File: src/rtl/rom_fetch_master_pkg.sv
`default_nettype none
// ---------------------------------------------------------------------------
// rom_fetch_master_pkg : shared AXI widths, line geometry and FSM state type
// rev 1.0
// ---------------------------------------------------------------------------
package rom_fetch_master_pkg;

   localparam int AXI_ID_BITS   = 4;
   localparam int AXI_ADDR_BITS = 32;
   localparam int AXI_DATA_BITS = 32;
   localparam int AXI_LEN_BITS  = 8;

   localparam logic [2:0] AXI_SIZE_WORD  = 3'b010;
   localparam logic [1:0] AXI_BURST_INCR = 2'b01;
   localparam logic [1:0] AXI_RESP_OKAY  = 2'b00;

   localparam int DEFAULT_BURST_LEN = 3;
   localparam int BEATS    = DEFAULT_BURST_LEN + 1;
   localparam int IDX_BITS = $clog2(BEATS);
   localparam int OFF_BITS = IDX_BITS + 2;

   localparam int IDLE_BIT = 0;
   localparam int AR_BIT   = 1;
   localparam int R_BIT    = 2;
   localparam int RESP_BIT = 3;

   typedef enum logic [3:0] {
      S_IDLE = 4'b0001,
      S_AR   = 4'b0010,
      S_R    = 4'b0100,
      S_RESP = 4'b1000
   } rom_fetch_state_t;

endpackage
`default_nettype wire

File: src/rtl/AXI_master_intf.sv
`default_nettype none
// ---------------------------------------------------------------------------
// AXI_master_intf : AXI4 bundle with master/slave views
// rev 1.0
// ---------------------------------------------------------------------------
interface AXI_master_intf;
   import rom_fetch_master_pkg::*;

   logic [AXI_ID_BITS-1:0]     arid;
   logic [AXI_ADDR_BITS-1:0]   araddr;
   logic [AXI_LEN_BITS-1:0]    arlen;
   logic [2:0]                 arsize;
   logic [1:0]                 arburst;
   logic                       arvalid;
   logic                       arready;

   logic [AXI_ID_BITS-1:0]     rid;
   logic [AXI_DATA_BITS-1:0]   rdata;
   logic [1:0]                 rresp;
   logic                       rlast;
   logic                       rvalid;
   logic                       rready;

   logic [AXI_ID_BITS-1:0]     awid;
   logic [AXI_ADDR_BITS-1:0]   awaddr;
   logic [AXI_LEN_BITS-1:0]    awlen;
   logic [2:0]                 awsize;
   logic [1:0]                 awburst;
   logic                       awvalid;
   logic                       awready;

   logic [AXI_DATA_BITS-1:0]   wdata;
   logic [AXI_DATA_BITS/8-1:0] wstrb;
   logic                       wlast;
   logic                       wvalid;
   logic                       wready;

   logic [AXI_ID_BITS-1:0]     bid;
   logic [1:0]                 bresp;
   logic                       bvalid;
   logic                       bready;

   modport master (
      output arid, araddr, arlen, arsize, arburst, arvalid, input arready,
      input  rid, rdata, rresp, rlast, rvalid, output rready,
      output awid, awaddr, awlen, awsize, awburst, awvalid, input awready,
      output wdata, wstrb, wlast, wvalid, input wready,
      input  bid, bresp, bvalid, output bready
   );

   modport slave (
      input  arid, araddr, arlen, arsize, arburst, arvalid, output arready,
      output rid, rdata, rresp, rlast, rvalid, input rready,
      input  awid, awaddr, awlen, awsize, awburst, awvalid, output awready,
      input  wdata, wstrb, wlast, wvalid, output wready,
      output bid, bresp, bvalid, input bready
   );

endinterface
`default_nettype wire

File: src/rtl/rom_fetch_master_line_buf.sv
`default_nettype none
// ---------------------------------------------------------------------------
// fetch_line_buf : one-line instruction buffer with tag compare and read mux
// rev 1.0
// ---------------------------------------------------------------------------
module fetch_line_buf
   import rom_fetch_master_pkg::*;
#(
   parameter int IDX_W = IDX_BITS,
   parameter int TAG_W = 32 - OFF_BITS
) (
   input  logic             clk,
   input  logic             rst,
   input  logic             we,
   input  logic [IDX_W-1:0] wr_idx,
   input  logic [31:0]      wr_data,
   input  logic             tag_load,
   input  logic [TAG_W-1:0] tag_in,
   input  logic             set_valid,
   input  logic             clr_valid,
   input  logic [TAG_W-1:0] lookup_tag,
   input  logic [IDX_W-1:0] rd_idx,
   output logic             hit,
   output logic [31:0]      rd_data,
   output logic [TAG_W-1:0] tag_r
);

   logic [31:0] line_mem [2**IDX_W];
   logic        line_valid;

   always_ff @(posedge clk) begin
      if (rst) begin
         line_valid <= 1'b0;
         tag_r      <= '0;
      end else begin
         if (clr_valid)
            line_valid <= 1'b0;
         else if (set_valid)
            line_valid <= 1'b1;
         if (tag_load)
            tag_r <= tag_in;
      end
   end

   // Data storage needs no reset: it is only visible once line_valid is set.
   always_ff @(posedge clk) begin
      if (we)
         line_mem[wr_idx] <= wr_data;
   end

   assign hit     = line_valid && (lookup_tag == tag_r);
   assign rd_data = line_mem[rd_idx];

endmodule
`default_nettype wire

File: src/rtl/rom_fetch_master.sv
`default_nettype none
// ---------------------------------------------------------------------------
// rom_fetch_master : instruction fetch to AXI INCR line-burst read master
// rev 1.0
// ---------------------------------------------------------------------------
module rom_fetch_master
   import rom_fetch_master_pkg::*;
#(
   parameter logic [AXI_ID_BITS-1:0]  ARID_VAL  = '0,
   parameter logic [AXI_LEN_BITS-1:0] BURST_LEN = AXI_LEN_BITS'(DEFAULT_BURST_LEN)
) (
   input  logic                 clk,
   input  logic                 rst,
   AXI_master_intf.master       master,
   input  logic                 core_req,
   input  logic [31:0]          core_addr,
   input  logic                 core_flush,
   output logic [31:0]          core_rdata,
   output logic                 core_stall,
   output logic                 core_err
);

   localparam int BEATS_P = int'(BURST_LEN) + 1;
   localparam int IDX_W   = $clog2(BEATS_P);
   localparam int OFF_W   = IDX_W + 2;
   localparam int TAG_W   = 32 - OFF_W;

   rom_fetch_state_t state;
   logic [IDX_W-1:0] beat_cnt;
   logic             err_r;
   logic             flush_pend;

   logic [TAG_W-1:0] tag;
   logic [TAG_W-1:0] tag_r;
   logic [IDX_W-1:0] idx;
   logic             hit;
   logic [31:0]      line_word;
   logic             in_idle, in_ar, in_r, in_resp;
   logic             miss_start, keep_line;
   logic             unused_inputs;

   assign tag     = core_addr[31:OFF_W];
   assign idx     = core_addr[OFF_W-1:2];
   assign in_idle = state[IDLE_BIT];
   assign in_ar   = state[AR_BIT];
   assign in_r    = state[R_BIT];
   assign in_resp = state[RESP_BIT];

   assign miss_start = in_idle & core_req & ~hit;
   // A flush seen at any point of the fill keeps the returned line out of the buffer.
   assign keep_line  = ~err_r & ~flush_pend & ~core_flush;

   always_ff @(posedge clk) begin
      if (rst) begin
         state      <= S_IDLE;
         beat_cnt   <= '0;
         err_r      <= 1'b0;
         flush_pend <= 1'b0;
      end else begin
         case (state)
            S_IDLE: begin
               if (miss_start) begin
                  state      <= S_AR;
                  beat_cnt   <= '0;
                  err_r      <= 1'b0;
                  flush_pend <= 1'b0;
               end
            end
            S_AR: begin
               if (core_flush)
                  flush_pend <= 1'b1;
               if (master.arready)
                  state <= S_R;
            end
            S_R: begin
               if (core_flush)
                  flush_pend <= 1'b1;
               if (master.rvalid) begin
                  beat_cnt <= beat_cnt + 1'b1;
                  err_r    <= err_r | (master.rresp != AXI_RESP_OKAY);
                  if (master.rlast)
                     state <= S_RESP;
               end
            end
            S_RESP: begin
               state      <= S_IDLE;
               flush_pend <= 1'b0;
            end
            default: state <= S_IDLE;
         endcase
      end
   end

   fetch_line_buf #(
      .IDX_W (IDX_W),
      .TAG_W (TAG_W)
   ) u_line_buf (
      .clk        (clk),
      .rst        (rst),
      .we         (in_r & master.rvalid),
      .wr_idx     (beat_cnt),
      .wr_data    (master.rdata),
      .tag_load   (miss_start),
      .tag_in     (tag),
      .set_valid  (in_resp & keep_line),
      .clr_valid  ((in_idle & core_flush) | miss_start | (in_resp & ~keep_line)),
      .lookup_tag (tag),
      .rd_idx     (idx),
      .hit        (hit),
      .rd_data    (line_word),
      .tag_r      (tag_r)
   );

   assign core_stall = miss_start | in_ar | in_r;
   assign core_err   = in_resp & err_r;
   assign core_rdata = ((in_idle & core_req & hit) | (in_resp & ~err_r)) ? line_word : 32'd0;

   assign master.arid    = ARID_VAL;
   assign master.araddr  = {tag_r, {OFF_W{1'b0}}};
   assign master.arlen   = BURST_LEN;
   assign master.arsize  = AXI_SIZE_WORD;
   assign master.arburst = AXI_BURST_INCR;
   assign master.arvalid = in_ar;
   assign master.rready  = in_r;

   assign master.awid    = '0;
   assign master.awaddr  = '0;
   assign master.awlen   = '0;
   assign master.awsize  = '0;
   assign master.awburst = '0;
   assign master.awvalid = 1'b0;
   assign master.wdata   = '0;
   assign master.wstrb   = '0;
   assign master.wlast   = 1'b0;
   assign master.wvalid  = 1'b0;
   assign master.bready  = 1'b0;

   assign unused_inputs = &{1'b0, master.rid, master.awready, master.wready,
                            master.bid, master.bresp, master.bvalid, core_addr[1:0]};

endmodule
`default_nettype wire

File: src/flat_wrapper.sv
// flat-port wrapper written by rule: the top's interface ports become plain ports
module rom_fetch_master_flat import rom_fetch_master_pkg::*;
#(
   parameter logic [AXI_ID_BITS-1:0]  ARID_VAL  = '0,
   parameter logic [AXI_LEN_BITS-1:0] BURST_LEN = AXI_LEN_BITS'(DEFAULT_BURST_LEN)
)
  (clk, rst, core_req, core_addr, core_flush, core_rdata, core_stall, core_err, master_arid, master_araddr, master_arlen, master_arsize, master_arburst, master_arvalid, master_arready, master_rid, master_rdata, master_rresp, master_rlast, master_rvalid, master_rready, master_awid, master_awaddr, master_awlen, master_awsize, master_awburst, master_awvalid, master_awready, master_wdata, master_wstrb, master_wlast, master_wvalid, master_wready, master_bid, master_bresp, master_bvalid, master_bready);
  AXI_master_intf master_i ();
  input  logic clk;
  input  logic rst;
  input  logic core_req;
  input  logic [31:0] core_addr;
  input  logic core_flush;
  output logic [31:0] core_rdata;
  output logic core_stall;
  output logic core_err;
  output wire logic [$bits(master_i.arid)-1:0] master_arid;
  output wire logic [$bits(master_i.araddr)-1:0] master_araddr;
  output wire logic [$bits(master_i.arlen)-1:0] master_arlen;
  output wire logic [$bits(master_i.arsize)-1:0] master_arsize;
  output wire logic [$bits(master_i.arburst)-1:0] master_arburst;
  output wire logic [$bits(master_i.arvalid)-1:0] master_arvalid;
  input wire logic [$bits(master_i.arready)-1:0] master_arready;
  input wire logic [$bits(master_i.rid)-1:0] master_rid;
  input wire logic [$bits(master_i.rdata)-1:0] master_rdata;
  input wire logic [$bits(master_i.rresp)-1:0] master_rresp;
  input wire logic [$bits(master_i.rlast)-1:0] master_rlast;
  input wire logic [$bits(master_i.rvalid)-1:0] master_rvalid;
  output wire logic [$bits(master_i.rready)-1:0] master_rready;
  output wire logic [$bits(master_i.awid)-1:0] master_awid;
  output wire logic [$bits(master_i.awaddr)-1:0] master_awaddr;
  output wire logic [$bits(master_i.awlen)-1:0] master_awlen;
  output wire logic [$bits(master_i.awsize)-1:0] master_awsize;
  output wire logic [$bits(master_i.awburst)-1:0] master_awburst;
  output wire logic [$bits(master_i.awvalid)-1:0] master_awvalid;
  input wire logic [$bits(master_i.awready)-1:0] master_awready;
  output wire logic [$bits(master_i.wdata)-1:0] master_wdata;
  output wire logic [$bits(master_i.wstrb)-1:0] master_wstrb;
  output wire logic [$bits(master_i.wlast)-1:0] master_wlast;
  output wire logic [$bits(master_i.wvalid)-1:0] master_wvalid;
  input wire logic [$bits(master_i.wready)-1:0] master_wready;
  input wire logic [$bits(master_i.bid)-1:0] master_bid;
  input wire logic [$bits(master_i.bresp)-1:0] master_bresp;
  input wire logic [$bits(master_i.bvalid)-1:0] master_bvalid;
  output wire logic [$bits(master_i.bready)-1:0] master_bready;
  assign master_arid = master_i.arid;
  assign master_araddr = master_i.araddr;
  assign master_arlen = master_i.arlen;
  assign master_arsize = master_i.arsize;
  assign master_arburst = master_i.arburst;
  assign master_arvalid = master_i.arvalid;
  assign master_i.arready = master_arready;
  assign master_i.rid = master_rid;
  assign master_i.rdata = master_rdata;
  assign master_i.rresp = master_rresp;
  assign master_i.rlast = master_rlast;
  assign master_i.rvalid = master_rvalid;
  assign master_rready = master_i.rready;
  assign master_awid = master_i.awid;
  assign master_awaddr = master_i.awaddr;
  assign master_awlen = master_i.awlen;
  assign master_awsize = master_i.awsize;
  assign master_awburst = master_i.awburst;
  assign master_awvalid = master_i.awvalid;
  assign master_i.awready = master_awready;
  assign master_wdata = master_i.wdata;
  assign master_wstrb = master_i.wstrb;
  assign master_wlast = master_i.wlast;
  assign master_wvalid = master_i.wvalid;
  assign master_i.wready = master_wready;
  assign master_i.bid = master_bid;
  assign master_i.bresp = master_bresp;
  assign master_i.bvalid = master_bvalid;
  assign master_bready = master_i.bready;
  rom_fetch_master #(.ARID_VAL(ARID_VAL), .BURST_LEN(BURST_LEN)) u_core (.clk(clk), .rst(rst), .master(master_i), .core_req(core_req), .core_addr(core_addr), .core_flush(core_flush), .core_rdata(core_rdata), .core_stall(core_stall), .core_err(core_err));
endmodule
File: config.mk
export PLATFORM = sky130hd
export DESIGN_NAME = rom_fetch_master_flat
export DESIGN_NICKNAME = d
export VERILOG_FILES = /design/src/rtl/rom_fetch_master_pkg.sv /design/src/rtl/AXI_master_intf.sv /design/src/rtl/rom_fetch_master_line_buf.sv /design/src/rtl/rom_fetch_master.sv /design/src/flat_wrapper.sv
export SDC_FILE = /design/constraint.sdc
export NUM_CORES = 1
export LEC_CHECK = 0
export CAP_MARGIN = 25
export CORE_MARGIN = 2
export CORE_UTILIZATION = 49
export CTS_CLUSTER_DIAMETER = 80
export CTS_CLUSTER_SIZE = 40
export DETAILED_ROUTE_END_ITERATION = 10
export GPL_TIMING_DRIVEN = 0
export PLACE_DENSITY = 0.86
export SETUP_SLACK_MARGIN = 0.1
export SYNTH_ARGS = -nofsm -noshare
export SYNTH_HDL_FRONTEND = slang
export SYNTH_HIERARCHICAL = 1
export SYNTH_SLANG_ARGS = --single-unit
File: constraint.sdc
create_clock -name clk -period 9.3 [get_ports clk]
set_clock_uncertainty 0.1 [all_clocks]
set_input_delay 1.86 -clock clk [delete_from_list [all_inputs] [get_ports clk]]
set_output_delay 1.86 -clock clk [all_outputs]
set_load 0.05 [all_outputs]
==> results of run 1 <==
[cells in the final DEF (no fill, tap or decap), types with 3 or more instances in the layout]
cell             netlist  layout
and2_1                34      34
buf_2                 10      10
buf_4                114     115
buf_6                  4       6
bufinv_16              0       3
clkbuf_1               2       4
clkbuf_16              0      17
clkdlybuf4s50_1        0     133
conb_1                 2     110
dfxtp_1               37      37
edfxtp_1             128     128
inv_6                  0       4
mux2i_1               30      30
mux4_2                32      32
nand2_1                7       7
nand2b_1               3       3
nand3_1                4       4
nand3b_1               3       3
nand4_1                3       3
nor2_1                34      33
nor3_1                 3       3
nor4_1                 5       5
xnor2_1                9       9
xor2_1                20      20
[cell type report]
class	count	area, sq um
plain buffers	130	958.4
multi-input cells	326	2424
well taps	188	235.2
clock buffers	19	432.9
clock inverters	13	170.2
flip-flops and latches	165	4584
inverters	1	3.754
fillers	1097	4949
repair buffers	137	1389
[cells by family after synthesis]
kind of cell / after synthesis / share of synthesized area [%]
other cells: 2 / 0.09947
mux: 62 / 13.52
simple gates: 112 / 8.403
buf+inv: 131 / 12.74
flops: 165 / 60.72
xor+xnor: 29 / 3.364
compound gates: 13 / 1.144
[how the worst max path moves through the flow]
stage | from | endpoint | slack (ps) | depth (start not counted)
2_1_floorplan | core_addr[10] | core_rdata[10] | 3920 | 8
4_1_cts | core_addr[10] | core_rdata[15] | 2380 | 10
3_5_place_dp | core_addr[10] | core_rdata[16] | 2390 | 10
3_3_place_gp | master_rvalid | u_core/u_line_buf/line_mem[0][20] | 1960 | 3
6_report | core_addr[10] | core_rdata[15] | 2440 | 10
5_1_grt | core_addr[10] | core_rdata[15] | 2110 | 10
[power by group]
part | internal, mW | switching, mW
clock network | 0.427 | 0.285
logic | 0.107 | 0.183
registers | 0.802 | 0.00829
total | 1.34 | 0.476
[metal layers]
layer / part of all wire (%) / global-route usage [%] / vias up
li1: - / - / 2188
met3: 8.6 / 6.803 / 10
met5: 0 / 0 / -
met2: 52 / 32.05 / 176
met1: 39 / 21.83 / 2173
met4: 0.59 / 6.206 / 0
[metrics by stage]
| stage | total power, mW | area, sq um | util (%) | hold WS, ps |
|---|---|---|---|---|
| floorplan | 1.045 | 7955 | - | 354.5 |
| global placement | 1.111 | 9522 | 62.87 | 392.5 |
| detailed placement | 1.113 | 9594 | 63.35 | 391.2 |
| CTS | 1.828 | 10200 | 67.33 | 402.7 |
| global route | 1.877 | 10200 | 67.33 | 422.8 |
| finish | 1.812 | 10200 | 67.33 | 408.0 |
[critical path: cells and delay by family]
family	cells	cell delay (ps)
buffers and inverters	3	1530
AND/OR/NAND/NOR	6	1330
XOR/XNOR	1	160
[sequential cells by signal, summed over array words and instances (netlist names)]
name	cells
u_core/err_r	1
u_core/state	4
u_core/u_line_buf/tag_r	28
u_core/u_line_buf/line_mem	128
u_core/u_line_buf/line_valid	1
u_core/beat_cnt	2
u_core/flush_pend	1
==> impl_metrics.ini, run 1 <==
[floorplan]
initial_core_util_pct = 49.85
ios = 260
die_h_um = 128.1
die_x_um = 128.1
row_count = 45
core_area_sq_um = 15150
dieArea_sq_um = 16420

[drt]
drc_errors = 0
drt_first_pass_iters = 6
drtIter0Drc = 251
routedWlPerCell_um = 15.33
routed_wl_um = 15010
vias_per_cell = 4.645
num_vias = 4547
antenna_left = 0

[global_routing]
grt_pass1_vias = 4440
grt_pass1_wl_um = 23250
grt_max_degree = 33
antenna_found_initial = 0
grt_overflow = 0
track_usage_pct = 18.67

[setup_path]
crit_type = in -> out
required_ps = 7340
cp-end-kind = output pin
r2r_slack_ps = 6820
slowest_stage = clkdlybuf4s50_1
r2r_end = u_core/u_line_buf/tag_r[21]
critical_path.max_fanout = 10
cpPeakStageDelay_ps = 840
cp-start-kind = primary input
cp.arrival_ps = 4900
reg2regPathDepth = 9
critical_path.cell_chain = clkdlybuf4s50_1 > xor2_1 > nor4_1 > nand3_1 > nor4_2 > nand3_1 > nand2_1 > buf_2 > and2_1 > clkdlybuf4s50_1
r2r_start = u_core/u_line_buf/tag_r[6]

[worst_hold_path]
min_from = u_core/err_r
min_to = u_core/err_r
worstHoldPathCells = 2
holdCritPathClass = reg -> reg

[clock_tree]
cts_setup_buffers = 0
cts.clk_slew.worst_paths_ps = 60
numClockSinks = 165
h-tree-depth = 4
cts_buffers = 17
insertion_delay_ps = 410
cts_hold_buf = 0
clockRootBuffer = clkbuf_16
cts_tree = done
clk_path_buf_depth = 2
cts.repair.resized = 0

[sta]
fin_ws_ps = 2443
setup_tns_ps = 0
drv_slew = 0
worst_pin_slew_ps = 885.9
setup_viol = 0
max-slew-margin-rel_pct = 40.94
fin_crit_sh_pct = 73.73
rsz0062_at_grt = false
post-route-min-period_ps = 6857
hold_viol = 0
max_freq_mhz = 145.8

[synth]
netlist_instances = 514
synth_commonest_cells = edfxtp_1 (128), buf_4 (114), dfxtp_1 (37)
synth.distinct_cells = 41
synth_edf_count = 128
synth.most_common_cell = edfxtp_1
synth_top_area_share_pct = 50.91
synth_area_per_cell_sq_um = 14.69
ys.warnings.count = 6
async_flop_share_pct = 0
synth_area_sq_um = 7550
seq_area_frac_synth_pct = 60.72
yosys.area.top_type = edfxtp_1
synth_ff_type = edfxtp_1
synth_seq_cells = 165
ys_top_cells_by_area = edfxtp_1 (51%), buf_4 (11%), dfxtp_1 (9.8%), mux4_2 (9.5%), mux2i_1 (4.0%)

[run]
drv_cap = 0

[pwr]
leakagePower_nw = 4.068
powerDensity_nw_per_um2 = 177.7
peakVddDrop_uv = 130.4

[cells_and_area]
finalNonFillerCells = 979
antenna_cells = 0
layout-drive-gt1-share_pct = 25.28
area_growth_syn_to_layout_pct = 35.07
layout.nets = 864

[place]
dpl.cell_count = 947
pre_cts_slack_ps = 2390
place_congestion = 0.7915
io_buffer_count = 133
dp_hpwl_um = 10620

[outcome]
status = complete, no violations
Note: power is estimated with default switching activity, not from simulation.
==> inputs of run 2 (changes only) <==
- CORE_UTILIZATION: 49 -> 46
- PLACE_DENSITY: 0.86 -> 0.81
- clock period: 9.3 -> 6.37 ns (I/O delays scaled with it)
==> impl_metrics.ini, run 2 (same netlist as run 1, synthesis figures left out) <==
[run]
drv_cap = 0

[drt]
antenna_left = 0
routed_wl_um = 15540
drtIter0Drc = 227
routedWlPerCell_um = 15.43
vias_per_cell = 4.549
num_vias = 4581
drc_errors = 0
drt_first_pass_iters = 4

[cells_and_area]
final_common_cell = clkdlybuf4s50_1
finish.instance_area_sq_um = 10230
fill_cells = 1176
final_cell_mix = clkdlybuf4s50_1 (133), edfxtp_1 (128), buf_4 (114), conb_1 (110), dfxtp_1 (37)
largest_reg_flops = 128
largest_register = u_core/u_line_buf/line_mem
layout.nets = 864
area_growth_syn_to_layout_pct = 35.47
multiInputGateArea_sq_um = 2424
regArea_sq_um = 4584
reg.largest.list = u_core/u_line_buf/line_mem (128), u_core/u_line_buf/tag_r (28), u_core/state (4)
fin_util_pct = 64.15
antenna_cells = 0
finalNonFillerCells = 1007
layout-drive-gt1-share_pct = 25.54

[clock_tree]
cts_buffers = 17
cts_tree = done
cts_hold_buf = 0
cts_setup_buffers = 0
h-tree-depth = 4
insertion_delay_ps = 420
numClockSinks = 165
cts.clk_slew.worst_paths_ps = 60
clk_path_buf_depth = 2
cts.repair.resized = 0
clockRootBuffer = clkbuf_16

[place]
dpl_cell_area_sq_um = 9633
place_congestion = 0.8250
io_buffer_count = 133
pre_cts_slack_ps = 677.0
dpl.cell_count = 975
dp_hpwl_um = 11220

[pwr]
leakagePower_nw = 4.071
peakVddDrop_uv = 171.6
powerDensity_nw_per_um2 = 255.4
power_mw = 2.612

[global_routing]
grt_pass1_vias = 4699
grt_pass1_wl_um = 24270
antenna_found_initial = 0
track_usage_pct = 18.02
grt_max_degree = 33
grt_overflow = 0

[setup_path]
required_ps = 5000
crit_type = in -> out
reg2regPathDepth = 9
r2r_slack_ps = 3920
r2r_start = u_core/u_line_buf/tag_r[6]
critical_path.max_fanout = 10
r2r_end = u_core/u_line_buf/tag_r[24]
cp-start-kind = primary input
cp-end-kind = output pin
cp.arrival_ps = 4240

[floorplan]
core_area_sq_um = 15940
die_h_um = 132.1
dieArea_sq_um = 17450
row_count = 46
die_x_um = 132.1
ios = 260
initial_core_util_pct = 47.36

[sta]
fin_ws_ps = 759.1
setup_viol = 0
hold_viol = 0
max_freq_mhz = 178.2
worst_pin_slew_ps = 911.5
max-slew-margin-rel_pct = 39.23
setup_tns_ps = 0
drv_slew = 0
holdWs_ps = 415.2
fin_crit_sh_pct = 88.08
rsz0062_at_grt = false
post-route-min-period_ps = 5611

[outcome]
status = complete, no violations

[worst_hold_path]
min_to = u_core/u_line_buf/line_valid
worstHoldPathCells = 2
min_from = u_core/u_line_buf/line_valid
holdCritPathClass = reg -> reg
[run 2: cell type report]
type	instances	area share [%]
timing repair buffer	137	13.62
inverter	1	0.03670
multi-input combinational	326	23.70
clock inverter	13	1.382
sequential	165	44.83
buffer	130	9.371
clock buffer	19	4.429
tap	216	2.643
[run 2: worst max-delay path, cell delays in order]
cell,delay (ps)
clkdlybuf4s50_1,440
xor2_1,160
nor4_1,330
nand3_1,140
nor4_2,320
nand3_1,120
nand2_1,200
buf_2,240
and2_1,150
clkdlybuf4s50_1,860
[run 2: power breakdown]
group	internal (mW)	total [mW]	switching [mW]
logic	0.156	0.425	0.269
clock network	0.572	1.00	0.432
registers	1.17	1.18	0.0126
total	1.90	2.61	0.714
[run 2: worst max-delay path by stage]
stage / startpoint / to / slack [ps] / cells after the start
after floorplan: master_rvalid / u_core/u_line_buf/line_mem[0][0] / 1990 / 2
after global placement: master_rvalid / u_core/u_line_buf/line_mem[0][26] / -500 / 3
after detailed placement: core_addr[10] / core_rdata[12] / 680 / 10
after CTS: core_addr[10] / core_rdata[12] / 680 / 10
after global routing: core_addr[10] / core_rdata[18] / 510 / 10
final: core_addr[10] / core_rdata[12] / 760 / 10
[run 2: routing by layer]
metal	GRT usage, %	vias up	share of wire [%]
met5	0	-	0
met4	6.884	0	2.1
met3	7.036	30	8.5
met2	31.92	186	51
met1	19.42	2187	38
li1	-	2178	-
==> edit: new RTL, flow settings as in run 2 <==
Register the output `core_err`; this adds one clock of latency there. The other outputs are not delayed to match.
--- a/src/rtl/rom_fetch_master.sv
+++ b/src/rtl/rom_fetch_master.sv
@@ -114,3 +114,5 @@
    assign core_stall = miss_start | in_ar | in_r;
-   assign core_err   = in_resp & err_r;
+   always_ff @(posedge clk) begin
+      core_err <= in_resp & err_r;
+   end
    assign core_rdata = ((in_idle & core_req & hit) | (in_resp & ~err_r)) ? line_word : 32'd0;
Check against the original RTL: not equivalent (Yosys sat finds a counterexample within 4 cycles, from zero or initial values and one cycle with rst high).
==> edit against run 2 <==
  * Global-route usage shrank 1.2 points
  * Utilization down 1.4 points
  * Worst setup slack worse by 0.31 ns
  * Sequential cell count grew 1
  * Total power is 3.3% higher
  * Cell area grew 0.70%
  * Routed wire length decreased by 4.9%
  * Synthesized area rose by 0.94%
==> edit: results <==
[clock_network]
ctsResizeCount = 0
worst_skew_pair.late_latency_ns = 0.42
post_cts_buffers = 0

[power_and_ir_drop]
comb_power_w = 0.000481
p_leak_nw = 4.101
swShare_pct = 28.56
vdd_drop_max_v = 0.0001612

[route]
via_per_inst = 4.409
drt_iter0_drc = 184
routedWlPerCell_um = 14.54

[yosys]
muxShareOfSynthArea_pct = 13.27
synth_most_common_cell = edfxtp_1
synth_compound_area_share_pct = 1.872
ys_seq_area_share_pct = 60.42
synth_cell_types = 46
synth_common_cells = 128 x edfxtp_1, 114 x buf_4, 38 x dfxtp_1, 35 x nor2_1, 34 x and2_1
synth-xor-area-share_pct = 3.333
synth.area.top_cells = edfxtp_1 50%, buf_4 11%, dfxtp_1 10%, mux4_2 9.5%, mux2i_1 3.8%

[global_routing]
grt_usage_pct = 16.85
first_global_vias = 4368
grt_pass1_wl_um = 22880

[status]
status = completed

[place]
gp_congestion = 0.7909
hpwl_um = 10310

[final_layout]
nets = 869
fillers = 1250
drive_gt1_share_pct = 25.25

[critical_path]
crit_arrival_ns = 4.54
reg2reg_to = u_core/u_line_buf/tag_r[4]$_SDFFE_PP0P_
worstSetupStartpoint = core_addr[30]
crit-reg2reg-launch = u_core/u_line_buf/tag_r[26]$_SDFFE_PP0P_
reg2reg_slack_ns = 3.82
rr_worst_depth = 10

[sta]
holdWs_ns = 0.4000
worstMarginPinSlew_ns = 0.8587

[worst_hold_path]
min_path_type = reg2reg
==> edit: changes by cell type after synthesis, sizes merged, moves of 2 or more <==
cell,run 2,this run
a211oi,0,3
buf,128,125
clkbuf,2,5
inv,1,4
nor4b,0,3
a21boi,2,0
and3b,3,1
nand2b,3,5
nand3,4,2
o221a,0,2
or4bb,2,0
==> edit: per-stage QoR <==
stage / cell area (µm²) / worst slack [ns] / setup TNS (ns) / cells / total power [W]
2_1_floorplan: 8026 / 1.983 / 0 / 627 / 0.001589
3_3_place_gp: 9633 / -0.4122 / -13.13 / 980 / 0.001700
3_5_place_dp: 9702 / 0.3779 / 0 / 984 / 0.001704
4_1_cts: 10300 / 0.3714 / 0 / 1016 / 0.002727
5_1_grt: 10300 / 0.1653 / 0 / 1016 / 0.002798
6_report: 10300 / 0.4532 / 0 / 1016 / 0.002700
==> edit: per-layer routing <==
metal | GRT usage [%] | share of wire (%) | up-vias
met5 | 0 | 0 | -
met4 | 4.779 | 0.82 | 0
met3 | 5.977 | 7.9 | 15
met2 | 28.87 | 50 | 164
met1 | 20.14 | 41 | 2108
li1 | - | - | 2193
==> edit: final cells by class <==
cell class                      count  share of cell area (%)
Buffer                            130                   9.379
Clock buffer                       17                   4.131
Clock inverter                     15                   1.664
Inverter                            4                  0.1458
Multi-Input combinational cell    327                   23.85
Sequential cell                   166                   44.71
Tap cell                          220                   2.673
Timing Repair Buffer              137                   13.45
==> edit: cells by family after synthesis <==
| group | after synthesis |
|---|---|
| DFF | 166 |
| buffers and inverters | 134 |
| and+or+nand+nor | 108 |
| muxes | 61 |
| xor gates and xnor gates | 29 |
| AOI/OAI and AO/OA | 19 |
| other | 2 |
